### src/rtl/palindrome.sv
// Registered 3-bit palindrome detector for the word {A,B,C} (A is the MSB).
// A sample is taken on every clock edge where in_valid is high. The registered result follows one cycle later.

module palindrome #(
  parameter int CNT_W = 8
) (
  input  logic             clk,
  input  logic             rst_n,
  input  logic             in_valid,
  input  logic             A,
  input  logic             B,
  input  logic             C,
  output logic             F,
  output logic             out_valid,
  output logic [CNT_W-1:0] pal_cnt
);

  // Handshake: no back-pressure. in_valid=1 on an edge means A/B/C are
  // consumed on that edge. out_valid=1 for exactly one cycle per accepted
  // sample, and it marks F as the result of that sample. F keeps its value
  // while out_valid is low.

  localparam logic [CNT_W-1:0] CNT_MAX = '1;

  logic is_pal;
  logic cnt_sat;
  logic unused_b;

  // The word reads the same both ways iff its outer bits agree.
  assign is_pal   = ~(A ^ C);
  assign cnt_sat  = (pal_cnt == CNT_MAX);
  assign unused_b = B;

  always_ff @(posedge clk) begin
    if (!rst_n) begin
      F         <= 1'b0;
      out_valid <= 1'b0;
      pal_cnt   <= '0;
    end else begin
      out_valid <= in_valid;
      // Inputs are only looked at when valid, so X/Z on idle cycles cannot leak in.
      if (in_valid) begin
        F <= is_pal;
        if (is_pal && !cnt_sat) begin
          pal_cnt <= pal_cnt + CNT_W'(1);
        end
      end
    end
  end

endmodule

### config.mk
export PLATFORM = sky130hd
export DESIGN_NAME = palindrome
export DESIGN_NICKNAME = d
export VERILOG_FILES = /design/src/rtl/palindrome.sv
export SDC_FILE = /design/constraint.sdc
export NUM_CORES = 1
export LEC_CHECK = 0
export CAP_MARGIN = 20
export CELL_PAD_IN_SITES_DETAIL_PLACEMENT = 1
export CELL_PAD_IN_SITES_GLOBAL_PLACEMENT = 1
export CORE_UTILIZATION = 28
export CTS_CLUSTER_DIAMETER = 150
export CTS_CLUSTER_SIZE = 30
export DETAILED_ROUTE_END_ITERATION = 10
export GPL_TIMING_DRIVEN = 0
export HOLD_SLACK_MARGIN = 0.03
export PLACE_DENSITY = 0.68
export RECOVER_POWER = 100
export SLEW_MARGIN = 20
export SYNTH_ARGS = -nofsm -noshare
export SYNTH_HDL_FRONTEND = slang
export SYNTH_SLANG_ARGS = --single-unit
### constraint.sdc
create_clock -name clk -period 1.6 [get_ports clk]
set_input_delay 0.32 -clock clk [delete_from_list [all_inputs] [get_ports clk]]
set_output_delay 0.32 -clock clk [all_outputs]
set_load 0.01 [all_outputs]
* Word level (Yosys, flattened, before mapping)
Cells that the tools add are included.
** Storage, ports and cells
- Logic and storage cells :: 10
- Bits in registers :: 10
- Input bits :: 6
- Output and inout port bits :: 10
** Operators by class
- Add/subtract/negate cells :: 1
- Bitwise gates (word level) :: 2
- Reduce and logical (&&, ||, !) cells :: 3
- Equality and inequality tests :: 1
** Operator list (count)
- $add 8x1->8 const B :: 1
- $eq 8x8->1 const B :: 1
- $reduce_and 2->1 :: 1
- $logic_and 1x1->1 :: 1
- $logic_not 1->1 :: 1
- $not 1->1 :: 1
- $xor 1x1->1 :: 1

* Depth between registers and ports, before layout
Gate-level depths: netlist of run 1.
- Word-level depth :: 4
- Gate-level depth with buffers :: 5
- Gate-level depth less buffers :: 5

* Worst setup path before layout of run 1
OpenSTA, ideal clock, no wires.
- Path type :: register to register
- Start point :: reg pal_cnt[0]
- End point :: reg pal_cnt[5]
- Path buffers :: 0
- Path slack :: 65 ps
- Stages on the path, launching flop included :: 6
- Data arrival time :: 1465 ps
- Path through :: dfxtp_1 -> ha_1 -> nand3_1 -> o211ai_4 -> or4_1 -> a21oi_1
** Between the ends
- Cells in the longest elaborated chain, start to end :: 4
** RTL lines
- start: declaration :: RTL line 15 : output logic [CNT_W-1:0] pal_cnt
- start signal: assignment :: RTL line 45 : pal_cnt <= pal_cnt + CNT_W'(1);
- branches (longest 4 deep; another with $add 8x1->8)
Several ways; the timed one is not identified.
A chain may end at the register's enable or synchronous reset.

* Final worst setup path of run 1
- Start point :: reg pal_cnt[6]
- End point :: out pal_cnt[6]
No word-level cell between the ends.

==> results of run 1 <==
-- how the worst min path moves through the flow --
stage | from | endpoint | slack (ns) | depth (start not counted)
final | F | F | 0.51 | 2
after global routing | pal_cnt[5] | pal_cnt[5] | 0.56 | 2
after CTS | F | F | 0.51 | 2
after detailed placement | F | F | 0.50 | 2
after global placement | F | F | 0.48 | 2
after floorplan | in_valid | out_valid | 0.44 | 1
-- metal layers --
metal / vias up / part of all wire, % / track usage (%)
met1: 200 / 49 / 16.1
met2: 10 / 45 / 19.1
met5: - / 0 / 0
met3: 4 / 3.0 / 3.83
li1: 211 / - / -
met4: 0 / 3.0 / 11.3
-- report_power, final --
| part | total, W | leakage (nW) | switching, W | internal, W |
|---|---|---|---|---|
| Combinational | 0.0000724 | 0.149 | 0.0000332 | 0.0000393 |
| Clock | 0.000170 | 0.0138 | 0.0000830 | 0.0000868 |
| Sequential | 0.000267 | 0.0831 | 0.00000912 | 0.000257 |
-- cell usage after synthesis --
cell type  instances  area [um^2]
xnor2_4            1         27.5
or4_1              1         7.51
o2111ai_1          1         8.76
or3_1              3         18.8
inv_1              1         3.75
and2_1             1         6.26
o311ai_0           1         8.76
nor2_1             4         15.0
o21ai_0            3         15.0
nand2_1            1         3.75
mux2i_1            2         20.0
a21oi_1            4         20.0
xor2_1             2         17.5
o211ai_4           1         21.3
ha_1               1         12.5
dfxtp_1           10          200
nand4_2            1         12.5
nand2b_1           1         6.26
o31ai_1            1         7.51
nand3_1            5         25.0
o41ai_1            1         8.76
-- state kept, by name, indices dropped and copies added (netlist names) --
name / count
out_valid: 1
F: 1
pal_cnt: 8
-- cells by family (layout without fill, tap and decap cells) --
logic type               after synthesis  after routing  share of synthesized area, %
flip-flops                            10             10                          42.9
adder cells (fa/ha/maj)                1              1                          2.68
AND/OR/NAND/NOR                       17             17                          20.4
buffers and inverters                  1             19                         0.804
XOR/XNOR                               3              3                          9.65
AO/OA/AOI/OAI                         12             12                          19.3
multiplexers                           2              2                          4.29
-- per-stage QoR --
stage               cell area [um^2]  power, W
global placement                 627  0.000339
global route                     667  0.000537
detailed placement               627  0.000341
finish                           667  0.000509
CTS                              661  0.000521
floorplan                        467  0.000303
-- repair_timing --
action / CTS / global route
endpoints found under the setup margin: 4 / 2
setup buffers: 1 / 0
resized for setup: 6 / 2
pin swaps: 1 / 0
cloned: 0 / 0
endpoints found under the hold margin: 0 / 0
-- worst min-delay path, delay by kind of cell, from the launching register on --
kind          cells  cell delay, ns
mux               1            0.08
simple gates      1            0.07
flops             1            0.33
-- area by class of cell --
type                            count  area [um^2]  share of cell area (%)
Inverter                            1         3.75                   0.563
Clock buffer                        3         22.5                    3.38
Timing Repair Buffer               15          145                    21.8
Tap cell                           16         20.0                    3.00
Sequential cell                    10          205                    30.8
Multi-Input combinational cell     35          270                    40.5
==> out/results.ini, run 1 <==
[status]
status = finished clean

[cts]
numCtsBuffers = 3
cts_tree = yes
clk_path_buf_depth = 2
clock-root-buffer = clkbuf_4
cts.htree.levels = 1
cts.sinks = 10
clk_latency_ns = 0.26
clk_pin_slew_ns = 0.06
cts_hold_buf = 0

[setup_path]
critPathLaunch = pal_cnt[6]
reg2reg_depth = 5
path_max_fanout = 5
cp_slowest_cell = clkdlybuf4s50_1
crit_buf_inv = 1
path_class = flop to primary output
ff2ff_setup_slack_ns = 0.08
r2r-start = pal_cnt[0]
crit_path_end_kind = primary output
regToRegEndpoint = pal_cnt[5]
path_cells = clkdlybuf4s50_1
slowest_delay_ns = 0.56
crit_family = buffers and inverters
crit_cells = 1
endpoint = pal_cnt[6]
worstPathArrival_ns = 1.23
crit_required_ns = 1.28
start_kind = flop

[sta]
hold_violations = 0
maxSlewViolCount = 0
worst_pin_slew_ns = 0.336
finalSetupViolCount = 0
period_needed_ns = 1.55
whs_ns = 0.511
finalCritPeriodShare_pct = 97.0
slew_headroom_pct = 77.5
fin_skew_ns = 0.00344
timing.final.ws_setup_ns = 0.0476
rsz0062_at_grt = true
fmax_ghz = 0.644
setup_tns_ns = 0

[yosys]
avgSynthCellArea_um2 = 10.1
synth_seq_cells = 10
seq_area_frac_synth_pct = 42.9
syn_area_um2 = 467
synth_cell_types = 21
synthCells = 46
yosysWarnings = 0
syn_nets = 53

[route]
via_count = 425
wl_um = 1050
first_iter_violations = 6
drc = 0
ant_nets = 0
firstDrtPassIters = 3
wl_per_cell_um = 13.2
via_per_inst = 5.31

[floorplan]
core_um2 = 1520
core.rowCount = 14
die_h_um = 42.8
ios = 16
start_util_pct = 30.6
die_x_um = 42.8
dieArea_um2 = 1830

[min_path]
hp-class = flop to flop

[layout]
n_fill_cell = 176
drive_gt1_share_pct = 20.3
fin_util_pct = 43.8
antenna_cells = 0
syn_to_final_growth_pct = 42.9
final_cell_mix = clkdlybuf4s50_1 (12), dfxtp_1 (6)
final_nets = 73
final_common_cell = clkdlybuf4s50_1
final_cells = 80

[placed_design]
place_inst = 76
dp_hpwl_um = 764
gp_congestion = 0.694
dp_worst_setup_slack_ns = -0.359
port_buffers = 14

[grt]
grt_pass1_vias = 396
track_usage_pct = 13.3
grt_max_degree = 11
grt_overflow = 0
antenna_found_initial = 0
grt_pass1_wl_um = 1720

[power]
leakage_nw = 0.246
powerDensity_nw_per_um2 = 763
ir_drop_mv = 0.415

[job]
cap_violations = 0

Note: power is estimated with default switching activity, not from simulation.
==> run 2: changes to the inputs <==
--- a/config.mk
+++ b/config.mk
@@ -16,6 +16,7 @@
 export HOLD_SLACK_MARGIN = 0.03
 export PLACE_DENSITY = 0.68
 export RECOVER_POWER = 100
+export SETUP_SLACK_MARGIN = 0.4
 export SLEW_MARGIN = 20
 export SYNTH_ARGS = -nofsm -noshare
 export SYNTH_HDL_FRONTEND = slang
==> out/results.ini, run 2 (synthesized netlist as in run 1, its figures left out) <==
[layout]
drive_gt1_share_pct = 45.7  ; +25 points
antenna_cells = 0  ; unchanged
top_register = pal_cnt
final_nets = 89  ; +22%
top_regs = pal_cnt x8, F x1, out_valid x1
final_cells = 97  ; +21%
final_common_cell = buf_6
syn_to_final_growth_pct = 82.6
n_fill_cell = 176  ; unchanged
final_cell_mix = buf_6 (12), buf_4 (9), dfxtp_1 (8)
largest_register_ffs = 8  ; unchanged

[cts]
clock-root-buffer = clkbuf_4
clk_path_buf_depth = 2  ; unchanged
clk_latency_ns = 0.27  ; about the same
cts.sinks = 10  ; unchanged
numCtsBuffers = 3  ; unchanged
cts.htree.levels = 1  ; unchanged
clk_pin_slew_ns = 0.07  ; about the same
cts_tree = yes

[power]
leakage_nw = 0.362  ; +47%
p_total_w = 0.000611  ; +20%
powerDensity_nw_per_um2 = 717  ; -6.1%
ir_drop_mv = 0.453  ; +9.1%

[sta]
worst_pin_slew_ns = 0.316  ; -0.0197 ns
finalSetupViolCount = 0  ; unchanged
fmax_ghz = 0.714  ; +11%
period_needed_ns = 1.40  ; -0.153 ns
finalCritPeriodShare_pct = 87.5  ; -9.5 points
timing.final.ws_setup_ns = 0.200  ; +0.153 ns
maxSlewViolCount = 0  ; unchanged
hold_violations = 0  ; unchanged
slew_headroom_pct = 78.9  ; +1.4 points
setup_tns_ns = 0  ; unchanged
fin_skew_ns = 0.00709  ; +0.00365 ns
rsz0062_at_grt = true
whs_ns = 0.526  ; +0.0146 ns

[setup_path]
crit_required_ns = 1.80  ; +0.52 ns
path_class = flop to flop
ff2ff_setup_slack_ns = 0.20  ; +0.12 ns
start_kind = flop
r2r-start = pal_cnt[2]
path_max_fanout = 5  ; unchanged
worstPathArrival_ns = 1.60  ; +0.37 ns
crit_path_end_kind = flop
regToRegEndpoint = pal_cnt[5]
reg2reg_depth = 4  ; -1

[route]
first_iter_violations = 7  ; +1
wl_um = 1560  ; +48%
firstDrtPassIters = 3  ; unchanged
via_count = 496  ; +17%
wl_per_cell_um = 16.0  ; +22%
via_per_inst = 5.11  ; -3.7%
drc = 0  ; unchanged
ant_nets = 0  ; unchanged

[grt]
grt_pass1_wl_um = 2390  ; +39%
grt_max_degree = 9  ; -2
grt_overflow = 0  ; unchanged
antenna_found_initial = 0  ; unchanged
track_usage_pct = 18.9  ; +5.5 points
grt_pass1_vias = 512  ; +29%

[floorplan]
core_um2 = 1520  ; unchanged
start_util_pct = 30.6  ; unchanged
ios = 16  ; unchanged
die_h_um = 42.8  ; unchanged
dieArea_um2 = 1830  ; unchanged
die_x_um = 42.8  ; unchanged
core.rowCount = 14  ; unchanged

[min_path]
holdPathStages = 2  ; unchanged
hold_path_end = F
hp-class = flop to flop
min_from = F

[status]
status = finished clean

[placed_design]
dp_hpwl_um = 848  ; +11%
gp_congestion = 0.715  ; +3.0%
dp_worst_setup_slack_ns = -0.266  ; +0.0930 ns
place_inst = 76  ; unchanged
port_buffers = 14  ; unchanged

[job]
cap_violations = 0  ; unchanged

-- run 2: per-layer routing --
layer  track usage, %  share of wire [%]  vias to the layer above  wire [um]
met2             30.6                 54                        9        836
met4             10.6                1.2                        0         19
met3             8.94                3.2                        2         50
met5                0                  0                        -          0
li1                 -                  -                      244          -
met1             19.8                 42                      241        649
-- run 2: power by group --
group / switching, W / total, W / internal (W)
registers: 0.00000794 / 0.000264 / 0.000256
clock network: 0.0000931 / 0.000231 / 0.000138
logic: 0.0000471 / 0.000115 / 0.0000680
-- run 2: timing repair --
item	4_1_cts	5_1_grt
endpoints found under the setup margin	18	17
buffers inserted	13	4
gates resized for setup	51	15
pin swaps	4	7
hold buffers	0	0
-- run 2: through the flow --
step / util [%] / area [um^2]
6_report: 55.9 / 852
5_1_grt: 55.9 / 852
4_1_cts: 54.4 / 828
3_5_place_dp: 43.3 / 661
3_3_place_gp: 43.3 / 661
2_1_floorplan: - / 500
-- run 2: final cells by class --
class | count | area, um^2 | share of cell area (%)
Sequential cell | 10 | 208 | 24.4
Clock buffer | 4 | 36.3 | 4.26
Multi-Input combinational cell | 35 | 305 | 35.8
Inverter | 1 | 3.75 | 0.441
Tap cell | 16 | 20.0 | 2.35
Timing Repair Buffer | 31 | 279 | 32.7
-- run 2: worst max path at each step --
stage,endpoint,cells past startpoint,startpoint,slack [ns]
5_1_grt,pal_cnt[3],5,pal_cnt[5],0.11
3_3_place_gp,pal_cnt[5],5,C,-0.23
4_1_cts,pal_cnt[4],6,pal_cnt[0],0.25
2_1_floorplan,pal_cnt[5],5,pal_cnt[0],0.29
6_report,pal_cnt[5],4,pal_cnt[2],0.20
3_5_place_dp,pal_cnt[7],5,C,-0.27
-- run 2: worst max-delay path, stage by stage, from the launching register on --
cell and delay (ns):
dfxtp_1 0.42, buf_6 0.15, nand3_1 0.09, or4_1 0.52, a21oi_1 0.15
==> run 3: changes to the inputs <==
--- a/config.mk
+++ b/config.mk
@@ -8,13 +8,12 @@
 export CAP_MARGIN = 20
 export CELL_PAD_IN_SITES_DETAIL_PLACEMENT = 1
 export CELL_PAD_IN_SITES_GLOBAL_PLACEMENT = 1
-export CORE_UTILIZATION = 28
-export CTS_CLUSTER_DIAMETER = 150
+export CORE_UTILIZATION = 30
 export CTS_CLUSTER_SIZE = 30
 export DETAILED_ROUTE_END_ITERATION = 10
 export GPL_TIMING_DRIVEN = 0
 export HOLD_SLACK_MARGIN = 0.03
-export PLACE_DENSITY = 0.68
+export PLACE_DENSITY = 0.7
 export RECOVER_POWER = 100
 export SETUP_SLACK_MARGIN = 0.4
 export SLEW_MARGIN = 20
==> constraint.sdc (replaced) <==
create_clock -name clk -period 1.4 [get_ports clk]
set_input_delay 0.28 -clock clk [delete_from_list [all_inputs] [get_ports clk]]
set_output_delay 0.28 -clock clk [all_outputs]
set_load 0.01 [all_outputs]
==> out/results.ini, run 3 (synthesized netlist as in run 1, its figures left out) <==
[status]
status = finished clean

[placed_design]
post_dp_cell_area_um2 = 659  ; -0.19%
gp_congestion = 0.669  ; -6.4%
dp_hpwl_um = 792  ; -6.6%
place_inst = 75  ; -1.3%
dp_worst_setup_slack_ns = -0.406  ; -0.140 ns
port_buffers = 14  ; unchanged

[cts]
cts.htree.levels = 1  ; unchanged
cts.sinks = 10  ; unchanged
cts_hold_buf = 0  ; unchanged
clk_latency_ns = 0.26  ; about the same
clock-root-buffer = clkbuf_4
clk_path_buf_depth = 2  ; unchanged
numCtsBuffers = 3  ; unchanged
cts_tree = yes
clk_pin_slew_ns = 0.07  ; about the same

[min_path]
min_from = in_valid
hold_path_end = out_valid
hp-class = primary input to flop
holdPathStages = 2  ; unchanged

[layout]
largest_register_ffs = 8  ; unchanged
final_common_cell = buf_6
antenna_cells = 0  ; unchanged
syn_to_final_growth_pct = 81.8
final_nets = 84  ; -5.6%
top_register = pal_cnt
n_fill_cell = 157  ; -11%
final_cell_mix = buf_6 (16), dfxtp_4 (6)
final_cells = 91  ; -6.2%
drive_gt1_share_pct = 51.3  ; +5.6 points
fin_area_um2 = 848  ; -0.44%
top_regs = pal_cnt x8, F x1, out_valid x1

[setup_path]
path_class = flop to flop
crit_required_ns = 1.59  ; -0.21 ns
start_kind = flop
regToRegEndpoint = pal_cnt[4]
ff2ff_setup_slack_ns = 0.06  ; -0.14 ns
path_max_fanout = 5  ; unchanged
reg2reg_depth = 6  ; +2
r2r-start = pal_cnt[1]
worstPathArrival_ns = 1.53  ; -0.07 ns
crit_path_end_kind = flop

[route]
wl_per_cell_um = 15.0  ; -6.3%
drc = 0  ; unchanged
via_count = 489  ; -1.4%
via_per_inst = 5.37  ; +5.1%
first_iter_violations = 10  ; +3
wl_um = 1370  ; -12%
firstDrtPassIters = 4  ; +1
ant_nets = 0  ; unchanged

[sta]
fin_skew_ns = 0.00585  ; -0.00124 ns
slew_headroom_pct = 80.5  ; +1.6 points
setup_tns_ns = 0  ; unchanged
period_needed_ns = 1.34  ; -0.0633 ns
hold_violations = 0  ; unchanged
timing.final.ws_setup_ns = 0.0637  ; -0.137 ns
finalCritPeriodShare_pct = 95.4  ; +8.0 points
worst_pin_slew_ns = 0.289  ; -0.0274 ns
finalSetupViolCount = 0  ; unchanged
rsz0062_at_grt = true
maxSlewViolCount = 0  ; unchanged
fmax_ghz = 0.748  ; +4.7%

[floorplan]
core_um2 = 1370  ; -10%
start_util_pct = 34.2  ; +3.5 points
die_x_um = 41.4  ; -3.2%
die_h_um = 41.4  ; -3.2%
ios = 16  ; unchanged
core.rowCount = 13  ; -1
dieArea_um2 = 1720  ; -6.4%

[grt]
grt_pass1_wl_um = 2200  ; -7.8%
grt_overflow = 0  ; unchanged
track_usage_pct = 16.9  ; -2.0 points
grt_pass1_vias = 478  ; -6.6%
grt_max_degree = 9  ; unchanged
antenna_found_initial = 0  ; unchanged

[power]
powerDensity_nw_per_um2 = 762  ; +6.3%
p_total_w = 0.000647  ; +5.9%
ir_drop_mv = 0.818  ; +81%
leakage_nw = 0.352  ; -2.6%

[job]
cap_violations = 0  ; unchanged

run 3: cell count changes in the layout (fill, tap and decap cells not counted), moves of 4 or more:
cell / change
buf_4: -5
buf_6: +4
dfxtp_1: -4
dfxtp_4: +4
run 3: what timing repair did:
item / in CTS / in global routing
buffers inserted: 10 / 2
gates cloned: 0 / 0
pin swaps: 4 / 6
resized for setup: 65 / 13
setup endpoints to repair: 19 / 18
run 3: area by class of cell:
| cell class | count | area [um^2] | share of cell area, % |
|---|---|---|---|
| multi-input cells | 35 | 312 | 36.7 |
| repair buffers | 26 | 255 | 30.1 |
| flip-flops and latches | 10 | 223 | 26.3 |
| clock buffers | 4 | 36.3 | 4.28 |
| well taps | 15 | 18.8 | 2.21 |
| inverters | 1 | 3.75 | 0.442 |
run 3: how the worst max path moves through the flow:
stage	start	to	cells past startpoint
floorplan	pal_cnt[0]	pal_cnt[5]	5
global placement	C	pal_cnt[5]	5
detailed placement	C	pal_cnt[5]	5
CTS	pal_cnt[0]	pal_cnt[4]	6
global route	pal_cnt[0]	pal_cnt[4]	6
finish	pal_cnt[1]	pal_cnt[4]	6
run 3: critical path, cell delays in order, from the launching register on:
cell and delay [ns]:
dfxtp_4 0.35, ha_4 0.16, nand3_4 0.07, o211ai_4 0.12, buf_6 0.15, or3_4 0.31
a21oi_1 0.12
run 3: through the flow:
step	hold slack [ns]	utilization, %
after CTS	0.517	59.9
after detailed placement	0.525	48.3
after global routing	0.537	62.1
after floorplan	0.402	-
after global placement	0.495	48.3
final	0.507	62.1
run 3: where the power goes:
group,internal [W],switching (W)
logic,0.0000515,0.0000469
registers,0.000285,0.00000730
clock network,0.000158,0.0000978
run 3: per-layer routing:
metal / track usage [%] / up-vias / routed length [um]
met3: 7.83 / 0 / 62
met2: 29.1 / 14 / 713
met1: 19.6 / 238 / 592
met4: 1.94 / 0 / 0
met5: 0 / - / 0
li1: - / 237 / -
==> variant 1, RTL diff (config.mk and constraints of run 1) <==
Reset style: asynchronous (`rst_n`), changed in one clocked block.
--- a/src/rtl/palindrome.sv
+++ b/src/rtl/palindrome.sv
@@ -31,7 +31,7 @@
   assign cnt_sat  = (pal_cnt == CNT_MAX);
   assign unused_b = B;
 
-  always_ff @(posedge clk) begin
+  always_ff @(posedge clk or negedge rst_n) begin
     if (!rst_n) begin
       F         <= 1'b0;
       out_valid <= 1'b0;
Formal check against the unedited RTL: differs if rst_n is asserted again (counterexample within 4 cycles, from zero or initial values and one cycle with rst_n low); with rst_n held inactive, the same outputs for 10 cycles.
==> variant 1 against run 1 <==
Worst setup slack lost 0.011 ns; final area up 7.1%; wire length shrank 1.7%; hold slack lost 0.24 ns; via count is the same; sequential cell count is the same; count of clock-buffer cells in the layout up 1; clock skew rose by 0.0040 ns; synthesized area up 2.1%; final cell count rose by 1.3%; critical endpoint is now pal_cnt[5]; highest routed layer is now met3.
Power is not compared: it rests on default switching activity, and its combinational part moved more than twofold at a synthesized area within 25%.
==> variant 1: results (changes against run 1) <==
| Metric | Value |
|---|---|
| Final Hold Slack | `0.272 ns (-0.239 ns)` |
| H-tree lvl count | `1 (unchanged)` |
| Post-Synth XOR/XNOR Area | `10.8% (+1.1 points)` |
| Seq power | `442 uW` |
| Final WL | `1.04 mm (-1.7%)` |
| Grt met1 use | `16.4% (+0.30 points)` |
| Avg WL per Cell | `12.8 um (-2.9%)` |
| Placed insts | `71 (-6.6%)` |
| First-pass GRT wire length | `1.61 mm (-6.5%)` |
| Met1 WL | `494 um (-3.9%)` |
| Clock skew | `0.00743 ns (+0.00399 ns)` |
| Worst Min Path Start | `in_valid` |
| Post-CTS Setup Bufs | `0 (-1)` |
| Hold Path Sink | `out_valid` |
| Layout Utilization | `46.3% (+2.6 points)` |
| Met3 Use GR | `6.38% (+2.6 points)` |
| Synth Area in Adders | `2.62% (-0.056 points)` |
| WL met3 | `62 um (+94%)` |
| DRT Pass-1 Iters | `2 (-1)` |
| Final nets | `73 (unchanged)` |
| Bufs on Longest Clock Path | `2 (unchanged)` |
| Largest cells by area after synthesis | `dfrtp_1, xnor2_1, mux2_2` |
| Initial antenna violation count | `0 (unchanged)` |
| Most frequent cells after synthesis | `dfrtp_1, nand2_1, nand3_1, xnor2_1` |
| Placed Area | `637 um2 (+1.6%)` |
| Min-Delay Path Class | `in2reg` |
| Distinct cells, synth | `21 (unchanged)` |
| Hold Path Stages | `1 (-1)` |
| GPL Wtd Cong | `0.665 (-4.2%)` |
| Post-CTS Resized | `1 (-5)` |
| Internal power | `771 uW` |
| Async set-or-reset flop fraction in the synthesized netlist | `100% (+100 points)` |
| Syn_nets | `48 (-9.4%)` |
| Post-synthesis sequential area ratio | `52.5% (+9.6 points)` |
| Share of cells above drive strength 1 | `26.2% (+5.8 points)` |
| Met2 Wirelength | `479 um (+1.3%)` |
| FILL cells | `181 (+2.8%)` |
| Post-DP HPWL | `700 um (-8.4%)` |
| Vias in the first global route | `349 (-12%)` |
| Worst EP arrival | `1.71 ns (+0.48 ns)` |
| Post-synthesis mux area share | `7.87% (+3.6 points)` |
| Max Used Layer | `met3` |
| Initial DRC count | `3 (-3)` |
| R2R cell count | `5 (unchanged)` |
| Pin count of the biggest net entering global routing | `11 (unchanged)` |
| Tot Pwr | `1130 uW` |
| Pre-CTS setup slack | `-0.240 ns (+0.119 ns)` |
| Outcome | `finished clean` |
| GRT Total Usage | `11.8% (-1.5 points)` |
| FF-to-FF Start | `pal_cnt[0]` |
| Worst rel slew slack | `66.8% (-11 points)` |
| CTS clock-pin slew for the worst setup and hold paths | `0.07 ns` |
| Capturing point of the worst reg2reg path | `pal_cnt[1]` |
| Met2 usage | `16.4% (-2.7 points)` |
| Syn_area_per_cell | `11.6 um2 (+15%)` |
| Complex-gate fraction of the synthesized area | `6.56% (-13 points)` |
==> variant 1: cell count changes after synthesis, moves of 3 or more <==
cell	delta
nor2_1	-3
o21ai_0	-3
xnor2_1	+3
or3_1	-3
dfrtp_1	+10
dfxtp_1	-10
nand2_1	+3
==> variant 1: cell type report <==
class,instances,area share [%]
Timing Repair Buffer,20,25.0
Multi-Input combinational cell,31,31.7
Sequential cell,10,35.4
Clock buffer,4,5.08
Tap cell,16,2.80
==> variant 1: critical path, stage by stage <==
cell	delay [ns]
clkdlybuf4s50_1	0.54
xor2_2	0.27
nor2_2	0.09
and3_1	0.20
mux2_4	0.29
==> variant 1: worst max path at each step <==
stage / startpoint / end / cells past startpoint
3_3_place_gp: in_valid / pal_cnt[5] / 5
5_1_grt: C / pal_cnt[5] / 5
6_report: C / pal_cnt[5] / 5
2_1_floorplan: pal_cnt[0] / pal_cnt[1] / 5
4_1_cts: pal_cnt[3] / pal_cnt[3] / 1
3_5_place_dp: C / pal_cnt[5] / 5
==> variant 2, RTL diff (flow settings as in run 1) <==
Made on the original files. The parameter `CNT_W` goes from 8 to 6.
--- a/src/rtl/palindrome.sv
+++ b/src/rtl/palindrome.sv
@@ -2,7 +2,7 @@
 // A sample is taken on every clock edge where in_valid is high. The registered result follows one cycle later.
 
 module palindrome #(
-  parameter int CNT_W = 8
+  parameter int CNT_W = 6
 ) (
   input  logic             clk,
   input  logic             rst_n,
Interface: changed (resized pal_cnt); port bits go from 16 to 14. The function was not compared with the original's and may differ.
==> variant 2 against run 1 <==
Sequential cell count fell by 2; final area is 15% lower; combinational power decreased by 5.5%; synthesized area is 21% lower; wire length shrank 14%; sequential power decreased by 20%; register-to-register slack gained 0.02 ns; worst setup slack gained 0.0053 ns; critical path depth is the same; non-clock buffer count stayed put; total power shrank 13%; critical path type unchanged; critical endpoint is now pal_cnt[5].
==> variant 2: results (changes against run 1) <==
| Metric | Value |
|---|---|
| Post-synthesis mux area share | `8.16% (+3.9 points)` |
| Grt met1 use | `17.3% (+1.2 points)` |
| Worst R2R Setup Slack | `0.10 ns (+0.02 ns)` |
| Post-CTS Resized | `1 (-5)` |
| Initial DRC count | `3 (-3)` |
| Synth Area in Adders | `3.40% (+0.72 points)` |
| Post-synthesis sequential area ratio | `43.5% (+0.64 points)` |
| Net Sw Frac | `24.9% (+0.24 points)` |
| Syn_nets | `44 (-17%)` |
| DRT Pass-1 Iters | `2 (-1)` |
| Leak Pwr | `0.000245 uW (-0.40%)` |
| Complex-gate fraction of the synthesized area | `14.3% (-5.0 points)` |
| Met3 Use GR | `7.56% (+3.7 points)` |
| Clock-cell share | `3.99% (+0.61 points)` |
| WL met3 | `50 um (+56%)` |
| Non-clk buf share | `25.5% (+3.7 points)` |
| GRT Total Usage | `16.8% (+3.4 points)` |
| Syn_area_per_cell | `9.94 um2 (-2.0%)` |
| Final Hold Slack | `0.495 ns (-0.0164 ns)` |
| Outcome | `finished clean` |
| CTS sink cnt | `8 (-2)` |
| Met2 usage | `28.4% (+9.3 points)` |
| Share of cells above drive strength 1 | `25.5% (+5.1 points)` |
| Largest regs | `pal_cnt (6), F (1), out_valid (1)` |
| Area occupied by registers | `164 um2 (-20%)` |
| Final WL | `909 um (-14%)` |
| Post-Synth XOR/XNOR Area | `9.18% (-0.47 points)` |
| Pre-CTS setup slack | `-0.376 ns (-0.0169 ns)` |
| Peak VDD IR | `0.388 mV (-6.4%)` |
| Pin count of the biggest net entering global routing | `8 (-3)` |
| FILL cells | `132 (-25%)` |
| GPL Wtd Cong | `0.680 (-2.1%)` |
| Vias per cell | `5.09 (-4.2%)` |
| Final nets | `64 (-12%)` |
| Vias in the first global route | `367 (-7.3%)` |
## variant 2: changes by cell type after synthesis, sizes merged, moves of 2 or more
cell / run 1 / this run
dfxtp: 10 / 8
o21ai: 3 / 1
or3: 3 / 1
a21oi: 4 / 2
nand3: 5 / 3
## variant 2: power by group through the flow
stage | logic (uW) | clock network, uW | registers (uW)
6_report | 68.4 | 162 | 213
5_1_grt | 75.9 | 188 | 214
4_1_cts | 68.3 | 170 | 213
3_5_place_dp | 62.2 | 0 | 217
3_3_place_gp | 60.3 | 0 | 217
2_1_floorplan | 25.3 | 0 | 220
## variant 2: worst min-delay path, delay by kind of cell, from the launching register on
| family | cells | cell delay, ns |
|---|---|---|
| flops | 1 | 0.32 |
| simple gates | 1 | 0.08 |
| mux | 1 | 0.06 |
## variant 2: metrics by stage
stage / power [uW] / cell area (um2)
5_1_grt: 478 / 564
2_1_floorplan: 246 / 368
3_5_place_dp: 280 / 505
6_report: 443 / 564
4_1_cts: 451 / 542
3_3_place_gp: 277 / 505
## variant 2: how the worst max path moves through the flow
stage,start,end,slack (ns)
after floorplan,pal_cnt[0],pal_cnt[5],0.06
after global placement,C,pal_cnt[5],-0.33
after detailed placement,C,pal_cnt[5],-0.38
after CTS,pal_cnt[0],pal_cnt[5],0.02
after global routing,pal_cnt[5],pal_cnt[5],-0.007
final,pal_cnt[5],pal_cnt[5],0.05
## variant 2: cell families (layout without fill, tap and decap cells)
| group | count (synthesis) | after routing |
|---|---|---|
| muxes | 3 | 3 |
| DFF | 8 | 8 |
| AOI/OAI and AO/OA | 6 | 6 |
| adders and majority gates | 1 | 1 |
| and+or+nand+nor | 15 | 15 |
| xor gates and xnor gates | 3 | 3 |
| buffers and inverters | 1 | 19 |
